**config.mk**
```make
export PLATFORM = sky130hd
export DESIGN_NAME = pipelined_csa_adder
export DESIGN_NICKNAME = d
export VERILOG_FILES = /design/src/rtl/pipelined_csa_adder.sv
export SDC_FILE = /design/constraint.sdc
export NUM_CORES = 1
export LEC_CHECK = 0
export CELL_PAD_IN_SITES_DETAIL_PLACEMENT = 0
export CELL_PAD_IN_SITES_GLOBAL_PLACEMENT = 1
export CORE_ASPECT_RATIO = 0.5
export CORE_MARGIN = 3
export CORE_UTILIZATION = 35
export DETAILED_ROUTE_END_ITERATION = 12
export PLACE_DENSITY_LB_ADDON = 0.1
export SYNTH_ARGS = -nofsm -noshare
export SYNTH_HDL_FRONTEND = slang
export SYNTH_SLANG_ARGS = --single-unit
export TNS_END_PERCENT = 30
```
**constraint.sdc**
```tcl
create_clock -name clk -period 6.01 [get_ports clk]
set_input_delay 1.202 -clock clk [delete_from_list [all_inputs] [get_ports clk]]
set_output_delay 1.202 -clock clk [all_outputs]
set_load 0.1 [all_outputs]
```
**src/rtl/pipelined_csa_adder.sv**
```systemverilog
// Pipelined carry-select adder/subtractor with a valid/ready stream interface.
// Slot 0 registers the (possibly inverted) operands; each later slot resolves one
// BLOCK-bit slice of the sum by selecting between two precomputed slice sums.
module pipelined_csa_adder #(
    parameter int unsigned WIDTH = 64,
    parameter int unsigned BLOCK = 16
) (
    input  logic             clk,
    input  logic             rst,
    input  logic             in_valid,
    output logic             in_ready,
    input  logic [WIDTH-1:0] a,
    input  logic [WIDTH-1:0] b,
    input  logic             c_in,
    input  logic             sub,
    output logic             out_valid,
    input  logic             out_ready,
    output logic [WIDTH-1:0] sum,
    output logic             c_out,
    output logic             overflow
);

    // WIDTH must be a multiple of BLOCK.
    localparam int unsigned NSTAGE = WIDTH / BLOCK;

    // Slot k holds the carry into slice k and sum bits below slice k.
    // Slot NSTAGE is the output register.
    logic [WIDTH-1:0] a_q   [NSTAGE];
    logic [WIDTH-1:0] b_q   [NSTAGE];
    logic [WIDTH-1:0] a_d   [NSTAGE];
    logic [WIDTH-1:0] b_d   [NSTAGE];
    logic [WIDTH-1:0] sum_q [NSTAGE+1];
    logic [WIDTH-1:0] sum_d [NSTAGE+1];
    logic             cy_q  [NSTAGE+1];
    logic             cy_d  [NSTAGE+1];
    logic             vld_q [NSTAGE+1];
    logic             vld_d [NSTAGE+1];
    logic             ovf_q;
    logic             ovf_d;

    logic [BLOCK-1:0] slice_a;
    logic [BLOCK-1:0] slice_b;
    logic [BLOCK:0]   res0;
    logic [BLOCK:0]   res1;
    logic [BLOCK:0]   res_sel;
    logic             en;

    // Whole pipe advances unless a presented result is being held.
    assign en        = !vld_q[NSTAGE] || out_ready;
    assign in_ready  = en;
    assign out_valid = vld_q[NSTAGE];
    assign sum       = sum_q[NSTAGE];
    assign c_out     = cy_q[NSTAGE];
    assign overflow  = ovf_q;

    // Next-state for every slot: operand capture, then one carry-select slice per slot.
    always_comb begin
        slice_a = '0;
        slice_b = '0;
        res0    = '0;
        res1    = '0;
        res_sel = '0;
        a_d[0]   = a;
        b_d[0]   = sub ? ~b : b;
        cy_d[0]  = sub ? 1'b1 : c_in;
        sum_d[0] = '0;
        vld_d[0] = in_valid;
        for (int k = 0; k < NSTAGE; k++) begin
            slice_a = a_q[k][k*BLOCK +: BLOCK];
            slice_b = b_q[k][k*BLOCK +: BLOCK];
            res0    = {1'b0, slice_a} + {1'b0, slice_b};
            res1    = {1'b0, slice_a} + {1'b0, slice_b} + (BLOCK+1)'(1);
            res_sel = cy_q[k] ? res1 : res0;
            if (k + 1 < NSTAGE) begin
                a_d[k+1] = a_q[k];
                b_d[k+1] = b_q[k];
            end
            sum_d[k+1]                    = sum_q[k];
            sum_d[k+1][k*BLOCK +: BLOCK]  = res_sel[BLOCK-1:0];
            cy_d[k+1]                     = res_sel[BLOCK];
            vld_d[k+1]                    = vld_q[k];
        end
        // Carry into the MSB is recovered from the MSB sum bit and its operands.
        ovf_d = cy_d[NSTAGE] ^ (sum_d[NSTAGE][WIDTH-1] ^ a_q[NSTAGE-1][WIDTH-1]
                                ^ b_q[NSTAGE-1][WIDTH-1]);
    end

    // Pipeline registers; data only loads for valid beats so idle outputs hold.
    always_ff @(posedge clk) begin
        if (rst) begin
            for (int k = 0; k <= NSTAGE; k++) begin
                sum_q[k] <= '0;
                cy_q[k]  <= 1'b0;
                vld_q[k] <= 1'b0;
            end
            for (int k = 0; k < NSTAGE; k++) begin
                a_q[k] <= '0;
                b_q[k] <= '0;
            end
            ovf_q <= 1'b0;
        end else if (en) begin
            for (int k = 0; k <= NSTAGE; k++) begin
                vld_q[k] <= vld_d[k];
                if (vld_d[k]) begin
                    sum_q[k] <= sum_d[k];
                    cy_q[k]  <= cy_d[k];
                end
            end
            for (int k = 0; k < NSTAGE; k++) begin
                if (vld_d[k]) begin
                    a_q[k] <= a_d[k];
                    b_q[k] <= b_d[k];
                end
            end
            if (vld_d[NSTAGE]) begin
                ovf_q <= ovf_d;
            end
        end
    end

endmodule

```
==> results of run 1 <==
==> placed cells by master (no fill, tap or decap), types with 16 or more instances in the layout <==
cell / instances
sky130_fd_sc_hd__a21o_1: 17
sky130_fd_sc_hd__a21oi_1: 46
sky130_fd_sc_hd__and2_1: 109
sky130_fd_sc_hd__and3_1: 265
sky130_fd_sc_hd__clkbuf_16: 49
sky130_fd_sc_hd__clkdlybuf4s50_1: 199
sky130_fd_sc_hd__clkinv_1: 16
sky130_fd_sc_hd__edfxtp_1: 490
sky130_fd_sc_hd__ha_1: 68
sky130_fd_sc_hd__inv_1: 34
sky130_fd_sc_hd__nand2_1: 49
sky130_fd_sc_hd__nand3_1: 20
sky130_fd_sc_hd__nor2_1: 169
sky130_fd_sc_hd__nor3_1: 25
sky130_fd_sc_hd__o21a_1: 21
sky130_fd_sc_hd__o21ai_0: 30
sky130_fd_sc_hd__xnor2_1: 125
sky130_fd_sc_hd__xor2_1: 34
==> worst min-delay path by stage <==
stage / from / to / slack [ps] / depth (start not counted)
2_1_floorplan: sum_q[0][64] / sum_q[0][128] / 500 / 1
3_3_place_gp: sum_q[0][150] / sum_q[0][214] / 500 / 1
3_5_place_dp: sum_q[0][130] / sum_q[0][194] / 500 / 1
4_1_cts: sum_q[0][234] / sum_q[0][298] / 510 / 1
6_report: sum_q[0][194] / sum_q[0][258] / 510 / 1
5_1_grt: sum_q[0][195] / sum_q[0][259] / 530 / 1
==> logic make-up (layout without fill, tap and decap cells) <==
kind of cell,Yosys count,after routing
adders and majority gates,72,72
buffers and inverters,133,331
muxes,4,4
other,0,1
DFF,491,491
AOI/OAI and AO/OA,192,192
xor gates and xnor gates,161,161
and+or+nand+nor,727,727
==> worst reg2reg max path: cells and delay by family, from the launching register on <==
family                     cells  cell delay, ps
and+or+nand+nor                6            1680
AOI/OAI and AO/OA              3             870
adders and majority gates      2             570
DFF                            1             330
xor gates and xnor gates       1             170
buffers and inverters          1              50
==> report_power, final <==
| group | total [mW] | leakage (nW) | switching [mW] | internal [mW] |
|---|---|---|---|---|
| Sequential | 4.16 | 5.10 | 0.0833 | 4.07 |
| Combinational | 1.32 | 5.06 | 0.850 | 0.467 |
| Clock | 2.94 | 0.720 | 1.25 | 1.69 |
| Total | 8.41 | 10.9 | 2.19 | 6.22 |
==> area by class of cell <==
type | instances | area (sq um)
Fill cell | 5981 | 36600
Sequential cell | 491 | 14700
Multi-Input combinational cell | 1156 | 7810
Timing Repair Buffer | 216 | 2130
Clock buffer | 56 | 1250
Tap cell | 871 | 1090
Clock inverter | 25 | 233
Inverter | 34 | 128
Antenna cell | 1 | 2.50
==> per-stage QoR <==
stage | hold WS, ps | instance area (sq um) | power (mW) | std cells
6_report | 511 | 27400 | 8.41 | 2850
3_3_place_gp | 500 | 25900 | 5.56 | 2768
4_1_cts | 508 | 27400 | 8.55 | 2849
3_5_place_dp | 501 | 25900 | 5.57 | 2768
2_1_floorplan | 497 | 23000 | 5.17 | 1780
5_1_grt | 527 | 27400 | 8.81 | 2849
==> per-layer routing <==
metal | vias to the layer above | global-route usage | part of all wire
met1 | 6312 | 0.199 | 0.49
met3 | 58 | 0.0274 | 0.043
met2 | 203 | 0.219 | 0.45
met5 | - | 0 | 0
met4 | 0 | 0.0354 | 0.020
li1 | 6849 | - | -
==> sequential cells by signal (all words and copies together), names as in the netlist <==
register  cells
a_q         160
b_q         160
sum_q       160
cy_q          5
vld_q         5
overflow      1
==> flow_summary.ini, run 1 <==
[outcome]
status = finished clean

[cells_and_area]
nets = 2151
drive_above_1_share = 0.0571
syn2layout_area_growth_pct = 19.0
utilization = 0.428

[floorplan]
floorplan.die.width_microns = 369
initial_utilization = 0.359
dieArea_sq_um = 69000
boundary_pins = 202
die_h_microns = 187
core_sq_um = 64000
std_cell_rows = 65

[critical_path]
reg2reg_from = a_q[1][16]
critical-path-top-cell-by-count = sky130_fd_sc_hd__clkdlybuf4s50_1
cp.buffers_inverters = 2
path_max_fanout = 4
crit-reg2reg-capture = sum_q[0][159]
critPathArrivalTime_ps = 2970
worst_path_required_time_ps = 4810
end_kind = output port
crit_path_largest_cell_delay_ps = 1150
timing.critical_path.depth = 3
regToRegSetupSlack_ps = 2070
worst_path_top_cell_family_by_delay = buffers and inverters
worst-r2r-cell-count = 13
crit_start = out_ready
startpoint_type = input port
worstPathCellList = clkdlybuf4s50_1 > nand2b_1 > clkdlybuf4s50_1
critPathSlowestCell = sky130_fd_sc_hd__clkdlybuf4s50_1
critical_path_class = input port to output port
worst_setup_path_endpoint = in_ready

[grt]
gr-usage-all-layers = 0.140
grt_start_max_net_pins = 133
grt_antenna_before_repair = 0
grt_pass1_vias = 13200
gr-total-overflow = 0
grt_pass1_wl_microns = 76400

[logic_synthesis]
yosys-top-cells-count = sky130_fd_sc_hd__edfxtp_1 (490), sky130_fd_sc_hd__and3_1 (266), sky130_fd_sc_hd__nor2_1 (169)
largest_family_of_logic_cells_by_synthesized_area = simple AND/OR/NAND/NOR gates
netlist.top_cell.by_area = sky130_fd_sc_hd__edfxtp_1
synth_ff_type = sky130_fd_sc_hd__edfxtp_1
post-synth-top-area-fraction = 0.640
syn-mean-instance-area_sq_um = 12.9
synth_enable_flop_cells = 490
postSynthRegisterBits = 491
ys_async_sr_fraction = 0
synth.most_common_cell = sky130_fd_sc_hd__edfxtp_1
seq_area_frac_synth = 0.640
mappedNetlistNets = 1986
yosys.area_share.adder = 0.0405
synth_mux_area_frac = 0.00179
synthesis.instances = 1780
netlist_top_cells_area = sky130_fd_sc_hd__edfxtp_1 (64%), sky130_fd_sc_hd__and3_1 (7.2%), sky130_fd_sc_hd__xnor2_1 (4.8%)
ys_types = 73
syn-cell-area_sq_um = 23000
ys.warnings.count = 0
synth-compound-area-share = 0.0572
synth-xor-area-share = 0.0622
synthSimpleGateAreaFrac = 0.176

[clock_tree]
cts.hold.buffers_added = 0
tritoncts = yes
clockRootBuffer = sky130_fd_sc_hd__clkbuf_16
path_clk_slew_ps = 60
cts_inserted_buffers = 46
clock_tree.buffer_depth = 3
cts_sinks = 491
htreeDepth = 2
number_of_post_cts_setup_repair_buffers = 0
clk-insertion-delay-late_ps = 570
post_cts.resized_instances = 0

[hold_path]
hold_path.class = flip-flop to flip-flop

[timing]
timing.final.setup_violations = 0
final_worst_path_period_need_ps = 4180
setup_total_negative_slack_ps = 0
slew-limit-headroom = 0.278
clock-skew-final_ps = 15.8
setup_repair_after_global_routing_missed_its_margin = no
timing_worst_slew_pin_value_ps = 1080
timing.final.max_slew_violations = 0
max_frequency_mhz = 239
final_worst_path_cycle_share = 0.695
timing.final.hold_violations = 0
fin_ws_ps = 1830

[pwr]
worst_ir_drop_vdd_mv = 0.166
power_density_nw_per_um2 = 307
leakage_nw = 10.9

[drt]
drtPass1Iterations = 5
antenna_viol_nets_final = 0
routed-via-count = 13400
drt-initial-drc-count = 863
routed_wl_microns = 48700
drt_drc_violations_left = 0
detail_route.vias_per_cell = 4.71
drt-wirelength-per-cell_microns = 17.1

[place]
dp_hpwl_microns = 33000
place.gp.congestion = 0.800
io_buffers = 201
pre_cts_slack_ps = 1220

[flow_run]
timing.max_cap.violations = 0
(Power assumes the default switching activity.)
==> run 2, diff against run 1 <==
==> constraint.sdc (replaced) <==
create_clock -name clk -period 3.7 [get_ports clk]
set_input_delay 0.74 -clock clk [delete_from_list [all_inputs] [get_ports clk]]
set_output_delay 0.74 -clock clk [all_outputs]
set_load 0.1 [all_outputs]
==> run 2 against run 1 <==
Effect of this change:
- power grew 60%
- hold slack lost 25 ps
- die area is the same
- combinational power grew 70%
- non-clock buffer count grew 19
- core utilization grew 0.40 points
- final area grew 0.94%
- largest power group unchanged
- highest routed layer unchanged
==> flow_summary.ini, run 2 (synthesized netlist as in run 1, its figures left out) <==
[clock_tree]
clock_tree.buffer_depth = 3
tritoncts = yes
cts_inserted_buffers = 46
cts_sinks = 491
cts.hold.buffers_added = 0
clockRootBuffer = sky130_fd_sc_hd__clkbuf_16
htreeDepth = 2
clk-insertion-delay-late_ps = 570
path_clk_slew_ps = 70

[timing]
final_worst_path_period_need_ps = 3500
clock-skew-final_ps = 18.4
slew-limit-headroom = 0.304
max_frequency_mhz = 286
timing_worst_slew_pin_value_ps = 1040
setup_total_negative_slack_ps = 0
timing.final.setup_violations = 0
timing.final.max_slew_violations = 0
final_worst_path_cycle_share = 0.946
whs_ps = 486
timing.final.hold_violations = 0

[floorplan]
dieArea_sq_um = 69000
floorplan.die.width_microns = 369
core_sq_um = 64000
std_cell_rows = 65
die_h_microns = 187
boundary_pins = 202
initial_utilization = 0.359

[hold_path]
hold_path.class = flip-flop to flip-flop
min_from = overflow

[pwr]
report.power.total_mw = 13.5
power_density_nw_per_um2 = 488
leakage_nw = 11.0
worst_ir_drop_vdd_mv = 0.267

[place]
dp_hpwl_microns = 33100
place.gp.congestion = 0.790
dp_cells = 2785
io_buffers = 201

[cells_and_area]
nFillCells = 5991
final_common_cell = sky130_fd_sc_hd__edfxtp_1
utilization = 0.432
largestRegisters = a_q x160, b_q x160, sum_q x160
drive_above_1_share = 0.0795
ant_diodes = 0
syn2layout_area_growth_pct = 20.1
nets = 2170
commonest_non_fill_non_tap_cells_in_the_layout = sky130_fd_sc_hd__edfxtp_1 (490), sky130_fd_sc_hd__and3_1 (265), sky130_fd_sc_hd__clkdlybuf4s50_1 (195)
instances_no_fill = 2871

[flow_run]
timing.max_cap.violations = 0

[critical_path]
critical_path_class = flip-flop to flip-flop
crit_start = b_q[3][48]
critPathArrivalTime_ps = 3810
worst_path_required_time_ps = 4010
reg2reg_from = b_q[3][48]
end_kind = flip-flop
startpoint_type = flip-flop
path_max_fanout = 5

[drt]
drt-initial-drc-count = 783
routed-via-count = 13600
antenna_viol_nets_final = 0
detail_route.vias_per_cell = 4.74
drt-wirelength-per-cell_microns = 17.2
drtPass1Iterations = 4
routed_wl_microns = 49300
drt_drc_violations_left = 0

[grt]
gr-usage-all-layers = 0.141
gr-total-overflow = 0
grt_antenna_before_repair = 0
grt_pass1_wl_microns = 77000
grt_pass1_vias = 13300
grt_start_max_net_pins = 99

[outcome]
status = finished clean
[run 2: cell types whose count changed in the layout (fill, tap and decap cells not counted), sizes merged]
cell / previous run / this run
diode: 1 / 0
bufinv: 5 / 2
clkinvlp: 1 / 2
clkinv: 19 / 24
buf: 17 / 40
clkbuf: 56 / 55
clkdlybuf4s50: 199 / 195
inv: 34 / 35
[run 2: power breakdown]
part	internal (mW)	total (mW)	switching, mW
clock	2.47	4.53	2.06
sequential	6.61	6.73	0.115
combinational	0.811	2.24	1.43
total	9.89	13.5	3.61
[run 2: per-layer routing]
layer,share of wire,routed length [microns],GRT usage,up-vias
met5,0,0,0,-
met4,0.019,948,0.0323,0
met2,0.44,21800,0.215,185
li1,-,-,-,6892
met3,0.035,1730,0.0248,65
met1,0.50,24800,0.209,6478
[run 2: layout make-up]
type,instances,area [sq um],share of cell area
Clock inverter,29,196,0.00711
Multi-Input combinational cell,1156,7900,0.286
Sequential cell,491,14700,0.533
Inverter,34,128,0.00462
Tap cell,871,1090,0.0394
Clock buffer,55,1210,0.0436
Timing Repair Buffer,235,2390,0.0864
[run 2: critical path: stages (launching register included)]
cell	delay [ps]
sky130_fd_sc_hd__edfxtp_1	370
sky130_fd_sc_hd__ha_1	260
sky130_fd_sc_hd__fa_1	430
sky130_fd_sc_hd__a211o_1	330
sky130_fd_sc_hd__a211o_1	300
sky130_fd_sc_hd__and2_1	180
sky130_fd_sc_hd__a311oi_2	220
sky130_fd_sc_hd__and3_1	270
sky130_fd_sc_hd__and4_4	270
sky130_fd_sc_hd__nand2_1	50
sky130_fd_sc_hd__or3_1	370
sky130_fd_sc_hd__xor2_1	140
sky130_fd_sc_hd__nor2_1	50
[run 2: stage by stage]
step                      setup WS (ps)  area, sq um
after floorplan                    33.2        23000
after global routing              -16.7        27600
after detailed placement           74.2        26100
after CTS                          48.6        27500
final                               201        27600
after global placement              105        26100
[run 2: repair_timing]
| action | in CTS | in global routing |
|---|---|---|
| buffers inserted | 0 | 2 |
| endpoints found under the setup margin | 0 | 10 |
| gates resized for setup | 0 | 19 |
[run 2: final timing paths]
check / end / slack (ps) / cells past startpoint
setup / recovery: sum_q[0][318] / 200 / 12
hold reg to reg: overflow / 490 / 2
hold / removal: overflow / 490 / 2
setup reg to reg: sum_q[0][318] / 200 / 12
==> run 3, diff against run 2 <==
--- a/config.mk
+++ b/config.mk
@@ -10,7 +10,9 @@
 export CORE_ASPECT_RATIO = 0.5
 export CORE_MARGIN = 3
 export CORE_UTILIZATION = 35
+export CTS_CLUSTER_DIAMETER = 150
 export DETAILED_ROUTE_END_ITERATION = 12
+export GPL_TIMING_DRIVEN = 0
 export PLACE_DENSITY_LB_ADDON = 0.1
 export SYNTH_ARGS = -nofsm -noshare
 export SYNTH_HDL_FRONTEND = slang
==> run 3 against run 2 <==
Effect of this change:
- clock-buffer cell count up 2
- clock skew down 0.74 ps
- via count up 3.7%
- register-to-register slack worse by 90 ps
- global-route usage up 1.6 points
- clock power up 6.0%
- core utilization up 0.76 points
- flip-flop and latch count unchanged
- critical path type is now input port to flip-flop
- critical endpoint is now sum_q[0][277]
- largest power group unchanged
==> flow_summary.ini, run 3 (synthesized netlist as in run 1, its figures left out) <==
[outcome]
status = finished clean

[clock_tree]
htreeDepth = 2
cts_sinks = 491
clock_tree.buffer_depth = 3
cts_inserted_buffers = 47
path_clk_slew_ps = 60
cts.hold.buffers_added = 0
tritoncts = yes
clk-insertion-delay-late_ps = 580
clockRootBuffer = sky130_fd_sc_hd__clkbuf_16

[critical_path]
worstPathCellList = clkdlybuf4s50_1 > nand2b_2 > nor2b_1 > clkbuf_1 > nand2_2 > nand3_1 > clkbuf_2 > clkbuf_1 > and2_1
critical-path-top-cell-by-count = sky130_fd_sc_hd__clkbuf_1
path_max_fanout = 10
worst_path_top_cell_family_by_delay = buffers and inverters
regToRegSetupSlack_ps = 110
worst_path_required_time_ps = 4130
timing.critical_path.depth = 9
worst_setup_path_endpoint = sum_q[0][277]
crit_start = out_ready
startpoint_type = input port
crit_path_largest_cell_delay_ps = 550
cp.buffers_inverters = 4
critPathArrivalTime_ps = 4030
critPathSlowestCell = sky130_fd_sc_hd__clkbuf_1
critical_path_class = input port to flip-flop
crit-reg2reg-capture = sum_q[0][79]
end_kind = flip-flop
reg2reg_from = a_q[0][1]
worst-r2r-cell-count = 11

[drt]
drt_drc_violations_left = 0
detail_route.vias_per_cell = 4.78
drt-initial-drc-count = 858
drtPass1Iterations = 5
antenna_viol_nets_final = 0
routed_wl_microns = 55100
routed-via-count = 14100
drt-wirelength-per-cell_microns = 18.6

[timing]
timing_worst_slew_pin_value_ps = 1340
clock-skew-final_ps = 17.7
final_worst_path_cycle_share = 0.974
timing.final.max_slew_violations = 0
max_frequency_mhz = 277
setup_total_negative_slack_ps = 0
timing.final.setup_violations = 0
timing.final.hold_violations = 0
whs_ps = 487
final_worst_path_period_need_ps = 3600
setup_repair_after_global_routing_missed_its_margin = yes
slew-limit-headroom = 0.108

[floorplan]
std_cell_rows = 65
dieArea_sq_um = 69000
floorplan.die.width_microns = 369
boundary_pins = 202
die_h_microns = 187
core_sq_um = 64000
initial_utilization = 0.359

[cells_and_area]
final_common_cell = sky130_fd_sc_hd__edfxtp_1
stdcell_area_sq_um = 28100
multi_input_area_sq_um = 8040
largestRegisters = a_q x160, b_q x160, sum_q x160
syn2layout_area_growth_pct = 22.2
sequential_cell_area_sq_um = 14700
nFillCells = 6043
drive_above_1_share = 0.0820
nets = 2258
commonest_non_fill_non_tap_cells_in_the_layout = sky130_fd_sc_hd__edfxtp_1 (490), sky130_fd_sc_hd__and3_1 (265), sky130_fd_sc_hd__clkdlybuf4s50_1 (200)

[pwr]
leakage_nw = 11.1
power_density_nw_per_um2 = 493
worst_ir_drop_vdd_mv = 0.369

[place]
placed_cell_area_sq_um = 26200
dp_hpwl_microns = 40500
io_buffers = 200
place.gp.congestion = 0.807

[grt]
grt_antenna_before_repair = 8
grt_pass1_vias = 13700
gr-total-overflow = 0
gr-usage-all-layers = 0.157
grt_start_max_net_pins = 65
grt_pass1_wl_microns = 82700

[flow_run]
timing.max_cap.violations = 0

[hold_path]
hold_path.class = flip-flop to flip-flop
[run 3: cell types whose count changed in the layout (fill, tap and decap cells not counted), sizes merged]
cell and delta:
buf -4, inv -1, clkdlybuf4s50 +5, bufinv +2, diode +1, clkinvlp +3
clkbuf +88, clkinv -8
[run 3: repair_timing]
item / in CTS / in global routing
resized for setup: 15 / 46
pin swaps: 1 / 32
setup buffers: 0 / 19
setup endpoints to repair: 65 / 13
[run 3: power breakdown]
group,switching (mW),internal [mW]
clock,2.10,2.70
combinational,1.51,0.829
sequential,0.120,6.61
[run 3: how the worst min path moves through the flow]
| stage | endpoint | from | slack (ps) | cells past startpoint |
|---|---|---|---|---|
| 6_report | overflow | overflow | 490 | 2 |
| 2_1_floorplan | sum_q[0][128] | sum_q[0][64] | 500 | 1 |
| 3_5_place_dp | overflow | overflow | 470 | 2 |
| 3_3_place_gp | overflow | overflow | 460 | 2 |
| 4_1_cts | overflow | overflow | 480 | 2 |
| 5_1_grt | overflow | overflow | 520 | 2 |
[run 3: per-layer routing]
| metal | GRT usage | vias to the layer above | wire [microns] |
|---|---|---|---|
| li1 | - | 7058 | - |
| met5 | 0 | - | 13 |
| met1 | 0.230 | 6777 | 27300 |
| met3 | 0.0275 | 58 | 2330 |
| met4 | 0.0292 | 2 | 848 |
| met2 | 0.245 | 234 | 24600 |
[run 3: final cells by class]
class,count,area share
Sequential cell,491,0.524
Multi-Input combinational cell,1156,0.286
Timing Repair Buffer,223,0.0799
Inverter,34,0.00454
Antenna cell,1,0.0000890
Buffer,99,0.0137
Clock inverter,25,0.00854
Tap cell,871,0.0387
Clock buffer,57,0.0447
[run 3: per-stage QoR]
stage,power [mW],setup WS (ps),util,cells
global route,14.5,-25.8,0.439,2957
detailed placement,9.13,-1040,0.410,2855
floorplan,8.39,33.2,-,1780
CTS,14.0,-137,0.434,2937
finish,13.9,95.0,0.439,2957
global placement,9.11,-1440,0.408,2851
[run 3: tightest hold or removal path: cells and delay by family (launching register included)]
kind	cells	cell delay, ps
flip-flops	1	320
buffers and inverters	1	50
AO/OA/AOI/OAI	1	70
==> patch (flow settings as in run 2) <==
Register the output `overflow` once more, without a reset; this adds one clock of latency there. The other outputs are not delayed to match.
--- a/src/rtl/pipelined_csa_adder.sv
+++ b/src/rtl/pipelined_csa_adder.sv
@@ -53,3 +53,5 @@
     assign c_out     = cy_q[NSTAGE];
-    assign overflow  = ovf_q;
+    always_ff @(posedge clk) begin
+        overflow <= ovf_q;
+    end
 
Behaviour: no difference found for any inputs over 4 cycles, from zero or initial values and one cycle with rst high; that may be too few to reach the edited logic, so the function may still have changed.
==> patch against run 2 <==
  * Power up 4.7%
  * Cell count rose by 0.28%
  * Critical endpoint unchanged
  * Hold slack lost 0.091 ns
  * Sequential cell count rose by 1
  * Design area rose by 0.85%
  * Clock power up 14%
  * Area after synthesis is essentially flat
  * Die area is essentially flat
  * Global-route usage about the same
  * Critical path type unchanged
  * Worst setup slack lost 0.039 ns
  * Routed wire length down 0.82%
  * Largest power group unchanged
==> patch: results (changes against run 2) <==
----------------------------------------------------
[Clock network]
  Maximum level of the CTS H-tree ... 2 (unchanged)
  Reg clk slew, reported paths ... 0.07 ns (about the same)
  Number of buffers between clock root and the deepest sink ... 3 (unchanged)
  Number of clock buffers inserted by TritonCTS ... 47 (+2.2%)

[Synth]
  Area contributors post-synth ... sky130_fd_sc_hd__edfxtp_1 64%, sky130_fd_sc_hd__and3_1 7.2%, sky130_fd_sc_hd__xnor2_1 4.8%
  Ys Warns ... 0 (unchanged)
  Sequential-to-total area share from yosys stat ... 64.07% (about the same)
  Post-synthesis net count ... 1987 (+0.050%)

[Route]
  Final WL ... 48910 um (-0.82%)
  Via density per instance ... 4.700 (-0.94%)
  Violation count after the first detailed-route iteration ... 761 (-2.8%)

[Worst hold path]
  Hold crit path type ... reg -> reg
  Startpoint of the most critical hold path ... ovf_q
  Hold path depth ... 0 (-2)
  Hold Path Sink ... overflow

[Global routing]
  Largest net degree at the start of global routing ... 97 (-2.0%)
  Vias in the first global route ... 13350 (+0.59%)
  Total routing resource utilization after global routing ... 14.04% (-0.036 points)
  Wire length of the first global-routing pass ... 76800 um (-0.30%)
  Initial antenna violation count ... 2 (+2)

[Final layout]
  Area taken by multi-input logic gates ... 7885 um2 (-0.16%)
  Layout cell share with drive strength beyond 1 ... 7.934% (-0.016 points)
  Layout Nets ... 2172 (+0.092%)
  Fill cell instance count of the final layout ... 6027 (+0.60%)

[Power]
  VDD IR-drop max ... 0.0002619 V (-2.0%)
  Leakage ... 11.11 nW (+0.84%)

[Placed design]
  Global placement routability congestion ... 0.7681 (-2.8%)
  HPWL after DPL ... 32740 um (-1.2%)
  Placed inst area ... 26150 um2 (about the same)
  Post-placement setup slack ... -0.007161 ns (-0.08141 ns)

[Run status]
  Run status ... complete, no violations

[STA]
  Worst slack on hold paths ... 0.3945 ns (-0.09108 ns)
  Relative max-transition margin ... 30.29% (-0.13 points)
  Share of the cycle needed by the critical path after routing ... 95.62% (+1.1 points)
  Setup Skew ... 0.01690 ns (-0.001531 ns)

[Worst setup path]
  Arrival time of the worst setup path ... 3.86 ns (+0.05 ns)
  Worst-case register-to-register setup slack ... 0.16 ns (-0.04 ns)
  Startpoint of the worst-slack reg-to-reg timing path ... b_q[3][48]
  Reg-to-Reg End ... sum_q[0][318]

----------------------------------------------------
==> patch: metrics by stage <==
stage	setup TNS [ns]	std cells
final	0	2879
after global routing	-0.1263	2877
after CTS	0	2875
after detailed placement	-0.007161	2788
after global placement	0	2788
after floorplan	0	1781
==> patch: critical path: stages, from the launching register on <==
cell and delay, ns:
sky130_fd_sc_hd__edfxtp_1 0.36, sky130_fd_sc_hd__ha_1 0.25, sky130_fd_sc_hd__fa_1 0.44, sky130_fd_sc_hd__a211o_1 0.32
sky130_fd_sc_hd__a211o_1 0.30, sky130_fd_sc_hd__and2_1 0.18, sky130_fd_sc_hd__a311oi_1 0.26, sky130_fd_sc_hd__and3_1 0.30
sky130_fd_sc_hd__and4_4 0.27, sky130_fd_sc_hd__nand2_1 0.05, sky130_fd_sc_hd__or3_1 0.38, sky130_fd_sc_hd__xor2_1 0.13
sky130_fd_sc_hd__nor2_1 0.05
==> patch: repair_timing <==
item / 4_1_cts / 5_1_grt
setup endpoints to repair: 1 / 10
pin swaps: 0 / 5
gates resized for setup: 1 / 15
hold buffers: 0 / 0
==> patch: power breakdown <==
group | leakage (nW) | total, mW | internal, mW | switching, mW
Combinational | 5.22 | 2.22 | 0.805 | 1.42
Clock | 0.790 | 5.17 | 3.05 | 2.12
Sequential | 5.10 | 6.74 | 6.62 | 0.119
==> patch: layout make-up <==
class | instances | area share [%]
flip-flops and latches | 492 | 52.93
multi-input cells | 1156 | 28.29
repair buffers | 235 | 8.484
clock buffers | 56 | 4.493
well taps | 871 | 3.910
clock inverters | 31 | 1.400
inverters | 34 | 0.4578
diodes | 4 | 0.03591
==> patch: cell families (layout without fill, tap and decap cells) <==
logic type | count (synthesis) | count (layout) | share of synthesized area (%)
and+or+nand+nor | 727 | 727 | 17.58
DFF | 492 | 492 | 64.07
AOI/OAI and AO/OA | 192 | 192 | 5.716
xor gates and xnor gates | 161 | 161 | 6.216
buffers and inverters | 133 | 356 | 2.200
adders and majority gates | 72 | 72 | 4.042
muxes | 4 | 4 | 0.1793
other | 0 | 4 | 0
==> patch: per-layer routing <==
metal | up-vias | global-route usage [%] | wire length, um
met5 | - | 0 | 0
met1 | 6399 | 20.31 | 24230
met2 | 171 | 22.00 | 22030
met4 | 0 | 3.125 | 882
li1 | 6905 | - | -
met3 | 55 | 2.520 | 1764
